### src/rtl/ex_ula.sv
// ex_ula -- execute-stage ALU.
// Single-cycle ops (ADD, SUB, logic, shifts, SLT) register their result on the
// accept edge. MUL runs a 16-iteration shift-add sequence and holds off new
// requests (pronto=0) until the product is written.
// Ports:
//   clock, reset_n          rising-edge clock, async active-low reset
//   valido_in               request from decode
//   A, B, constanteExtendida operands; sel_B picks B (0) or immediate (1)
//   op_ULA                  operation code
//   pronto                  request can be accepted this cycle
//   resultado_ULA           registered result
//   valido_out              one-cycle pulse per new result
//   flags                   registered {Z,N,C,V}
module ex_ula (
    input  logic        clock,
    input  logic        reset_n,
    input  logic        valido_in,
    input  logic [15:0] A,
    input  logic [15:0] B,
    input  logic [15:0] constanteExtendida,
    input  logic        sel_B,
    input  logic [3:0]  op_ULA,
    output logic        pronto,
    output logic [15:0] resultado_ULA,
    output logic        valido_out,
    output logic [3:0]  flags
);

    localparam logic [3:0] OP_ADD = 4'd0,  OP_SUB = 4'd1,  OP_AND = 4'd2,
                           OP_OR  = 4'd3,  OP_XOR = 4'd4,  OP_NOT = 4'd5,
                           OP_PAS = 4'd6,  OP_SHL = 4'd7,  OP_SHR = 4'd8,
                           OP_SAR = 4'd9,  OP_MUL = 4'd10, OP_SLT = 4'd11;

    typedef enum logic {OCIOSO = 1'b0, MULTIPLICA = 1'b1} state_t;

    state_t      r_state, w_next;
    logic [15:0] r_result, r_mcand, r_mplier, r_acc;
    logic [3:0]  r_flags, r_cnt;
    logic        r_vld;

    logic        w_accept, w_last;
    logic [15:0] w_op2, w_res, w_acc_nxt;
    logic        w_c, w_v, w_upd;
    logic [3:0]  w_amt;
    logic [16:0] w_sum, w_dif, w_shl, w_shr;
    logic signed [16:0] w_sar;

    assign w_op2    = sel_B ? constanteExtendida : B;
    assign w_amt    = w_op2[3:0];
    assign w_accept = valido_in & pronto;
    assign w_last   = (r_state == MULTIPLICA) && (r_cnt == 4'd15);

    // ---------------- FSM ----------------
    always_ff @(posedge clock or negedge reset_n) begin
        if (!reset_n) r_state <= OCIOSO;
        else          r_state <= w_next;
    end

    always_comb begin
        w_next = r_state;
        case (r_state)
            OCIOSO:     if (w_accept && op_ULA == OP_MUL) w_next = MULTIPLICA;
            MULTIPLICA: if (w_last) w_next = OCIOSO;
            default:    w_next = OCIOSO;
        endcase
    end

    always_comb begin
        pronto = (r_state == OCIOSO);
    end

    // ---------------- single-cycle ALU ----------------
    // Shifts are done one bit wider so the last bit shifted out lands in the
    // extra position; an amount of 0 leaves that position at 0.
    assign w_sum = {1'b0, A} + {1'b0, w_op2};
    assign w_dif = {1'b0, A} - {1'b0, w_op2};
    assign w_shl = {1'b0, A} << w_amt;
    assign w_shr = {A, 1'b0} >> w_amt;
    assign w_sar = $signed({A, 1'b0}) >>> w_amt;

    always_comb begin
        w_res = 16'd0;
        w_c   = 1'b0;
        w_v   = 1'b0;
        w_upd = 1'b1;
        case (op_ULA)
            OP_ADD: begin
                w_res = w_sum[15:0];
                w_c   = w_sum[16];
                w_v   = (A[15] == w_op2[15]) && (w_sum[15] != A[15]);
            end
            OP_SUB: begin
                w_res = w_dif[15:0];
                w_c   = w_dif[16];  // borrow
                w_v   = (A[15] != w_op2[15]) && (w_dif[15] != A[15]);
            end
            OP_AND: w_res = A & w_op2;
            OP_OR:  w_res = A | w_op2;
            OP_XOR: w_res = A ^ w_op2;
            OP_NOT: w_res = ~A;
            OP_PAS: w_res = w_op2;
            OP_SHL: begin
                w_res = w_shl[15:0];
                w_c   = w_shl[16];
            end
            OP_SHR: begin
                w_res = w_shr[16:1];
                w_c   = w_shr[0];
            end
            OP_SAR: begin
                w_res = w_sar[16:1];
                w_c   = w_sar[0];
            end
            OP_SLT: w_res = {15'd0, $signed(A) < $signed(w_op2)};
            OP_MUL: w_upd = 1'b0;   // handled by the iterative path
            default: w_upd = 1'b0;  // reserved: result 0, flags kept
        endcase
    end

    // ---------------- shift-add multiplier ----------------
    assign w_acc_nxt = r_acc + (r_mplier[0] ? r_mcand : 16'd0);

    always_ff @(posedge clock or negedge reset_n) begin
        if (!reset_n) begin
            r_result <= 16'd0;
            r_flags  <= 4'd0;
            r_vld    <= 1'b0;
            r_mcand  <= 16'd0;
            r_mplier <= 16'd0;
            r_acc    <= 16'd0;
            r_cnt    <= 4'd0;
        end else begin
            r_vld <= 1'b0;
            if (w_accept) begin
                if (op_ULA == OP_MUL) begin
                    // Operands are captured here so later input changes
                    // cannot disturb the product.
                    r_mcand  <= A;
                    r_mplier <= w_op2;
                    r_acc    <= 16'd0;
                    r_cnt    <= 4'd0;
                end else begin
                    r_result <= w_res;
                    r_vld    <= 1'b1;
                    if (w_upd)
                        r_flags <= {w_res == 16'd0, w_res[15], w_c, w_v};
                end
            end else if (r_state == MULTIPLICA) begin
                r_acc    <= w_acc_nxt;
                r_mcand  <= r_mcand << 1;
                r_mplier <= r_mplier >> 1;
                r_cnt    <= r_cnt + 4'd1;
                if (w_last) begin
                    r_result <= w_acc_nxt;
                    r_flags  <= {w_acc_nxt == 16'd0, w_acc_nxt[15], 2'b00};
                    r_vld    <= 1'b1;
                end
            end
        end
    end

    assign resultado_ULA = r_result;
    assign flags         = r_flags;
    assign valido_out    = r_vld;

endmodule

### config.mk
export PLATFORM = sky130hd
export DESIGN_NAME = ex_ula
export DESIGN_NICKNAME = d
export VERILOG_FILES = /design/src/rtl/ex_ula.sv
export SDC_FILE = /design/constraint.sdc
export NUM_CORES = 1
export LEC_CHECK = 0
export ABC_AREA = 1
export CORE_ASPECT_RATIO = 0.75
export CORE_MARGIN = 2
export CORE_UTILIZATION = 30
export CTS_CLUSTER_SIZE = 40
export DETAILED_ROUTE_END_ITERATION = 8
export SLEW_MARGIN = 20
export SYNTH_ARGS = -nofsm -noshare
export SYNTH_HDL_FRONTEND = slang
export SYNTH_SLANG_ARGS = --single-unit
export TNS_END_PERCENT = 50
### constraint.sdc
create_clock -name clock -period 2.86 [get_ports clock]
set_clock_uncertainty 0.2 [all_clocks]
set_input_delay 0.429 -clock clock [delete_from_list [all_inputs] [get_ports clock]]
set_output_delay 0.429 -clock clock [all_outputs]
set_load 0.05 [all_outputs]
; After elaboration in Yosys (flattened, before gate mapping)
; Index checks and enable logic that the tools add are counted.
[word_totals]
register_bits = 74
word_cells = 88
[op_classes]
addsub = 4
order_cmp = 1
eq_ne = 19
shifts = 3
muxes = 34
bitwise_logic = 6
n_reduce_logical = 13
[op_table]
columns = cell, n
row1 = 16-bit 2-to-1 mux, 15
row2 = 16-bit one-hot mux with 11 select lines, 1
row3 = 16-bit zero test, 2
row4 = 4-bit 2-to-1 mux, 8
row5 = "4-bit == test, second input constant", 5
row6 = 16-bit by 16-bit adder with 17-bit output, 1
row7 = 16-bit by 4-bit << shifter with 17-bit output, 1
row8 = 17-bit by 4-bit >> shifter with 17-bit output, 1
row9 = 17-bit by 4-bit >>> shifter with 17-bit output, 1
row10 = 16-bit by 16-bit subtractor with 17-bit output, 1
row11 = 16-bit adder, 1
row12 = 16-bit bitwise AND, 1
row13 = "4-bit by 3-bit == test with 1-bit output, second input constant", 4
row14 = 16-bit less-than comparator, 1
row15 = 16-bit NOT, 1
row16 = 16-bit bitwise OR, 1
row17 = 16-bit XOR, 1
row18 = 11-bit OR reduction, 1
row19 = "4-bit by 2-bit == test with 1-bit output, second input constant", 2
row20 = 1-bit 2-to-1 mux, 7
row21 = 1-bit one-hot mux with 5 select lines, 1
row22 = "4-bit by 1-bit adder with 4-bit output, second input constant", 1
row23 = "4-bit by 1-bit == test with 1-bit output, second input constant", 1
row24 = 1-bit logical AND, 4
row25 = 12 further kinds, 17

; Logic depth before layout (Yosys ltp)
[depth]
depth_word = 8
depth_mapped = 27

; Least setup slack after synthesis
; No wires, ideal clock.
[synth_path]
path_type = input-to-reg
startpoint = input sel_B
endpoint = register r_flags[3] (netlist: flags[3])
setup_ps = 66
t_arrival_ps = 2738
path_slack_ps = -143
stages = 24
path_buffers = 3
cell_sequence = inv_2 buf_6 nand2_4 o21ai_4 inv_4 buf_4 ha_1 clkbuf_1 nand2_1 nand3_1 nand2_1 nand2_1 nand3b_1 nand2_1 nand2_1 nand3_1 nand3_1 nor2_1 nand2_1 nor2_1 nand3_1 nand2_1 nand2_1 nand2_1
[synth_via]
elab_chain_len = 7
[synth_rtl]
columns = item, line
row1 = from (decl), 21  ; input logic sel_B,
row2 = 16-bit 2-to-1 mux (*), 48  ; assign w_op2 = sel_B ? constanteExtendida : B;
row3 = 16-bit by 16-bit subtractor with 17-bit output (tied with other cells), 76  ; assign w_dif = {1'b0, A} - {1'b0, w_op2};
row4 = 16-bit one-hot mux with 11 select lines (*), 86  ; case (op_ULA)
row5 = 16-bit zero test (*), 146  ; r_flags <= {w_res == 16'd0, w_res[15], w_c, w_v};
row6 = 4-bit 2-to-1 mux (*), 145  ; if (w_upd)
row7 = 4-bit 2-to-1 mux (*), 135  ; if (op_ULA == OP_MUL) begin
row8 = 4-bit 2-to-1 mux (*), 134  ; if (w_accept) begin
row9 = to (signal assigned), 146
row10 = to (signal assigned), 155  ; r_flags <= {w_acc_nxt == 16'd0, w_acc_nxt[15], 2'b00};
row11 = to (decl), 38  ; logic [3:0] r_flags, r_cnt;
; Mark *: on every way between the ends. The rest lies on a longest branch, timed or not. The select of a mux whose other input is x is not followed.
; A chain may end at the register's enable or synchronous reset.

; Worst setup path after layout
[layout_path]
startpoint = input sel_B
endpoint = register r_flags[0] (netlist: flags[0])
[layout_via]
elab_chain_len = 8
[layout_rtl]
columns = item, line
row1 = 16-bit 2-to-1 mux (*), 48
row2 = 16-bit by 16-bit subtractor with 17-bit output / 16-bit by 16-bit adder with 17-bit output (equally long branches), "76, 75"
row3 = "1-bit inequality test, on equally long branches", "95, 90"
row4 = "1-bit logical AND, on equally long branches", "95, 90"
row5 = 1-bit one-hot mux with 2 select lines (*), 86
row6 = 4-bit 2-to-1 mux (*), 145
row7 = 4-bit 2-to-1 mux (*), 135
row8 = 4-bit 2-to-1 mux (*), 134
; Marks and branches as above.

==> flow_summary.rst <==
.. list-table::
   :header-rows: 1

   * - Metric
     - Value
   * - Pins over their slew limit
     - 0
   * - DP HPWL
     - 35.9 mm
   * - Starting density of the core
     - 30.4%
   * - Area share of the leading cell type in the synthesized netlist
     - 20.7%
   * - Synthesized netlist net count
     - 1703
   * - Slew at the pin with the worst max-slew slack
     - 0.611 ns
   * - Total iterations of the first detailed-routing run
     - 6
   * - Placer Congestion
     - 0.998
   * - Placed instance area
     - 0.0125 mm2
   * - Area growth from synthesis to layout
     - 63.1%
   * - Via count of the first global-routing pass
     - 11700
   * - First-pass GRT wire length
     - 68.2 mm
   * - Grt ovf
     - 0
   * - TritonCTS clock tree
     - built
   * - Cell area after layout
     - 0.0149 mm2
   * - Critical path class
     - in -> reg
   * - # fillers
     - 3084
   * - CTS H-Tree Depth
     - 3
   * - Worst-skew pair later-pin latency
     - 0.33 ns
   * - # rows
     - 55
   * - Met1 layer wirelength in the final routing
     - 22.0 mm
   * - Synthesized netlist cell count
     - 1574
   * - Max FO, Critical Path
     - 5
   * - Routed wire length per instance
     - 19.9 um
   * - Port Buffer Count
     - 77
   * - Yosys warning count
     - 0
   * - Netlist cell types
     - 45
   * - Required time worst endpoint
     - 2.94 ns
   * - Floorplan core area
     - 0.0301 mm2
   * - Die Height
     - 155 um
   * - Sequential area share after synthesis
     - 20.2%
   * - Flip-flop cell with the highest count after synthesis
     - sky130_fd_sc_hd__dfrtp_1
   * - Number of nets with antenna violations after detailed routing
     - 0
   * - Final standard cell utilization of the core
     - 49.7%
   * - Overall power
     - 11.1 mW
   * - Time the worst path needs with I/O delays and setup
     - 2.87 ns
   * - Final nets
     - 2078
   * - Routed wl met2
     - 18.7 mm
   * - Yosys top cell by area
     - sky130_fd_sc_hd__nand2_1
   * - Clk slew on worst S/H paths
     - 0.07 ns
   * - Timing endpoint of the critical path
     - flags[0]$_DFFE_PN0P_
   * - Launch instance of the worst register-to-register path
     - r_mplier[0]$_DFFE_PN0P_
   * - Final critical-path share of the clock period
     - 100%
   * - Outcome
     - finished with violations
   * - Arrival time worst endpoint
     - 2.95 ns
   * - Number of instances in the placed design
     - 2286
   * - Cells taking the most area after synthesis
     - sky130_fd_sc_hd__nand2_1, sky130_fd_sc_hd__dfrtp_1, sky130_fd_sc_hd__nand3_1, sky130_fd_sc_hd__ha_1, sky130_fd_sc_hd__inv_1
   * - Post-synthesis instance area
     - 0.00916 mm2
   * - RSZ-0062 raised after global routing
     - true
   * - Initial antenna violation count
     - 0
   * - Non-filler cells in the finished layout
     - 2352
   * - Max Buffers Root-to-Sink
     - 2
   * - Post-Route WL
     - 46.8 mm
   * - Most common library cells after synthesis
     - sky130_fd_sc_hd__nand2_1, sky130_fd_sc_hd__nand3_1, sky130_fd_sc_hd__inv_1
   * - Average size of a mapped cell
     - 5.82 um2
   * - Fraction of layout cells with a size suffix above 1
     - 35.4%
   * - Chip Width
     - 206 um
   * - Most used standard cell by instance count after synthesis
     - sky130_fd_sc_hd__nand2_1
   * - Global routing usage summed across all routing layers
     - 28.5%
   * - P per Cell Area
     - 744 mW/mm2
   * - Count of antenna diodes in the layout
     - 0
   * - Top-level I/O count
     - 78
   * - Area of the die
     - 0.0319 mm2
   * - PnR worst setup slack
     - -0.00943 ns
   * - Number of cells traversed by the worst register-to-register path
     - 16
   * - Flip-flop and latch count after synthesis
     - 74
   * - Post-route setup TNS
     - -0.00943 ns
   * - Kind of capture point of the worst setup path
     - flop
   * - Clock sink total
     - 74
   * - Upper clock frequency limit
     - 349 MHz
   * - Detailed Route Iter0 Violations
     - 1100
   * - Violations in the final reports
     - setup timing
   * - Number of flops mapped to enable cells by yosys
     - 0
   * - CTS root buf
     - sky130_fd_sc_hd__clkbuf_16
   * - Number of buffers inserted during clock tree synthesis
     - 9
   * - Detailed-route vias per instance
     - 5.24
   * - FF-to-FF setup slack
     - 0.08 ns
   * - Final Hold Slack
     - 0.290 ns
   * - Slew Limit Headroom
     - 59.2%
   * - Pin count of the biggest net entering global routing
     - 61
   * - Highest Signal Layer
     - met4
   * - # Max-Cap Violations
     - 0
   * - Worst hold path stage count
     - 2
   * - Startpoint class of the critical path
     - input port
   * - Worst hold-check path type
     - reg -> reg
   * - Count of endpoints failing setup in the final report
     - 1
   * - R2R Path End
     - flags[3]$_DFFE_PN0P_
   * - Count of unresolved DRC violations after routing
     - 0
   * - Detailed-routed wire length on met3
     - 4.86 mm
   * - Final Hold Fails
     - 0
   * - Async S/R FF share, synth
     - 100%
   * - Setup crit start
     - sel_B
   * - Total number of vias
     - 12300
   * - Max rail drop VDD
     - 0.681 mV
   * - Static Leak
     - 7.57 nW
   * - Post-place setup slack
     - -1.26 ns
-- kinds of logic after synthesis --
family / Yosys count / share of synthesized area [%]
flip-flops: 74 / 20.2
AO/OA/AOI/OAI: 225 / 13.7
AND/OR/NAND/NOR: 946 / 43.6
adder cells (fa/ha/maj): 73 / 10.2
XOR/XNOR: 15 / 1.43
buffers and inverters: 241 / 10.8
-- worst max-delay path, stage by stage --
cell                       delay [ns]
sky130_fd_sc_hd__buf_16          0.14
sky130_fd_sc_hd__inv_6           0.06
sky130_fd_sc_hd__buf_4           0.14
sky130_fd_sc_hd__o21ai_4         0.17
sky130_fd_sc_hd__inv_4           0.05
sky130_fd_sc_hd__ha_4            0.30
sky130_fd_sc_hd__buf_6           0.12
sky130_fd_sc_hd__nand3_1         0.10
sky130_fd_sc_hd__nand3_2         0.13
sky130_fd_sc_hd__nand2_1         0.09
sky130_fd_sc_hd__nand2_2         0.08
sky130_fd_sc_hd__nand3b_1        0.18
sky130_fd_sc_hd__nand2_2         0.12
sky130_fd_sc_hd__buf_4           0.10
sky130_fd_sc_hd__nor2_1          0.05
sky130_fd_sc_hd__o41ai_4         0.46
sky130_fd_sc_hd__a22o_1          0.20
-- power breakdown --
group | internal, mW | total, mW | switching (mW)
clock | 0.583 | 1.04 | 0.458
sequential | 1.56 | 1.95 | 0.394
combinational | 3.44 | 8.11 | 4.67
total | 5.58 | 11.1 | 5.52
-- state kept, by name, indices dropped and copies added (netlist names) --
register,count
r_state,1
r_mcand,16
r_acc,16
valido_out,1
r_mplier,16
r_cnt,4
resultado_ULA,16
flags,4
-- final cells by class --
class	instances	area [um2]	share of cell area (%)
flip-flops and latches	74	1850	12.4
clock inverters	6	45.0	0.302
repair inverters	1	8.76	0.0587
multi-input cells	1259	7800	52.3
repair buffers	429	3810	25.5
clock buffers	9	225	1.51
inverters	175	691	4.63
well taps	399	499	3.34
-- how the worst min path moves through the flow --
stage | from | endpoint | slack [ns]
after floorplan | reset_n | flags[0]$_DFFE_PN0P_ | -0.07
after global placement | resultado_ULA[4]$_DFFE_PN0P_ | resultado_ULA[4]$_DFFE_PN0P_ | 0.26
final | resultado_ULA[6]$_DFFE_PN0P_ | resultado_ULA[6]$_DFFE_PN0P_ | 0.29
after detailed placement | resultado_ULA[14]$_DFFE_PN0P_ | resultado_ULA[14]$_DFFE_PN0P_ | 0.27
after global routing | resultado_ULA[6]$_DFFE_PN0P_ | resultado_ULA[6]$_DFFE_PN0P_ | 0.30
after CTS | resultado_ULA[14]$_DFFE_PN0P_ | resultado_ULA[14]$_DFFE_PN0P_ | 0.29
-- placed cells by master (no fill, tap or decap), types with 19 or more instances in the layout --
cell type	instances
sky130_fd_sc_hd__nand2_1	418
sky130_fd_sc_hd__buf_4	306
sky130_fd_sc_hd__nand3_1	186
sky130_fd_sc_hd__inv_1	131
sky130_fd_sc_hd__nor2_1	128
sky130_fd_sc_hd__dfrtp_1	73
sky130_fd_sc_hd__nand2_2	71
sky130_fd_sc_hd__o21ai_0	58
sky130_fd_sc_hd__a21oi_1	47
sky130_fd_sc_hd__ha_1	37
sky130_fd_sc_hd__inv_2	34
sky130_fd_sc_hd__clkdlybuf4s50_1	34
sky130_fd_sc_hd__nand3_2	32
sky130_fd_sc_hd__a31oi_1	27
sky130_fd_sc_hd__buf_6	27
sky130_fd_sc_hd__ha_4	26
sky130_fd_sc_hd__a21oi_2	25
sky130_fd_sc_hd__nor2_2	24
sky130_fd_sc_hd__dlymetal6s2s_1	22
sky130_fd_sc_hd__nand2_4	21
sky130_fd_sc_hd__nand4_1	19
-- routing by layer --
layer	vias up	global-route usage, %
met1	5822	42.0
met2	566	39.7
met5	-	0
met3	61	8.44
met4	0	7.64
li1	5866	-
-- what timing repair did --
item	4_1_cts	5_1_grt
buffers inserted	21	30
setup endpoints to repair	20	20
pin swaps	82	122
endpoints found under the hold margin	41	0
hold buffers	1	0
cloned	1	1
resized for setup	216	280
Power figures use the tool's default switching activity.
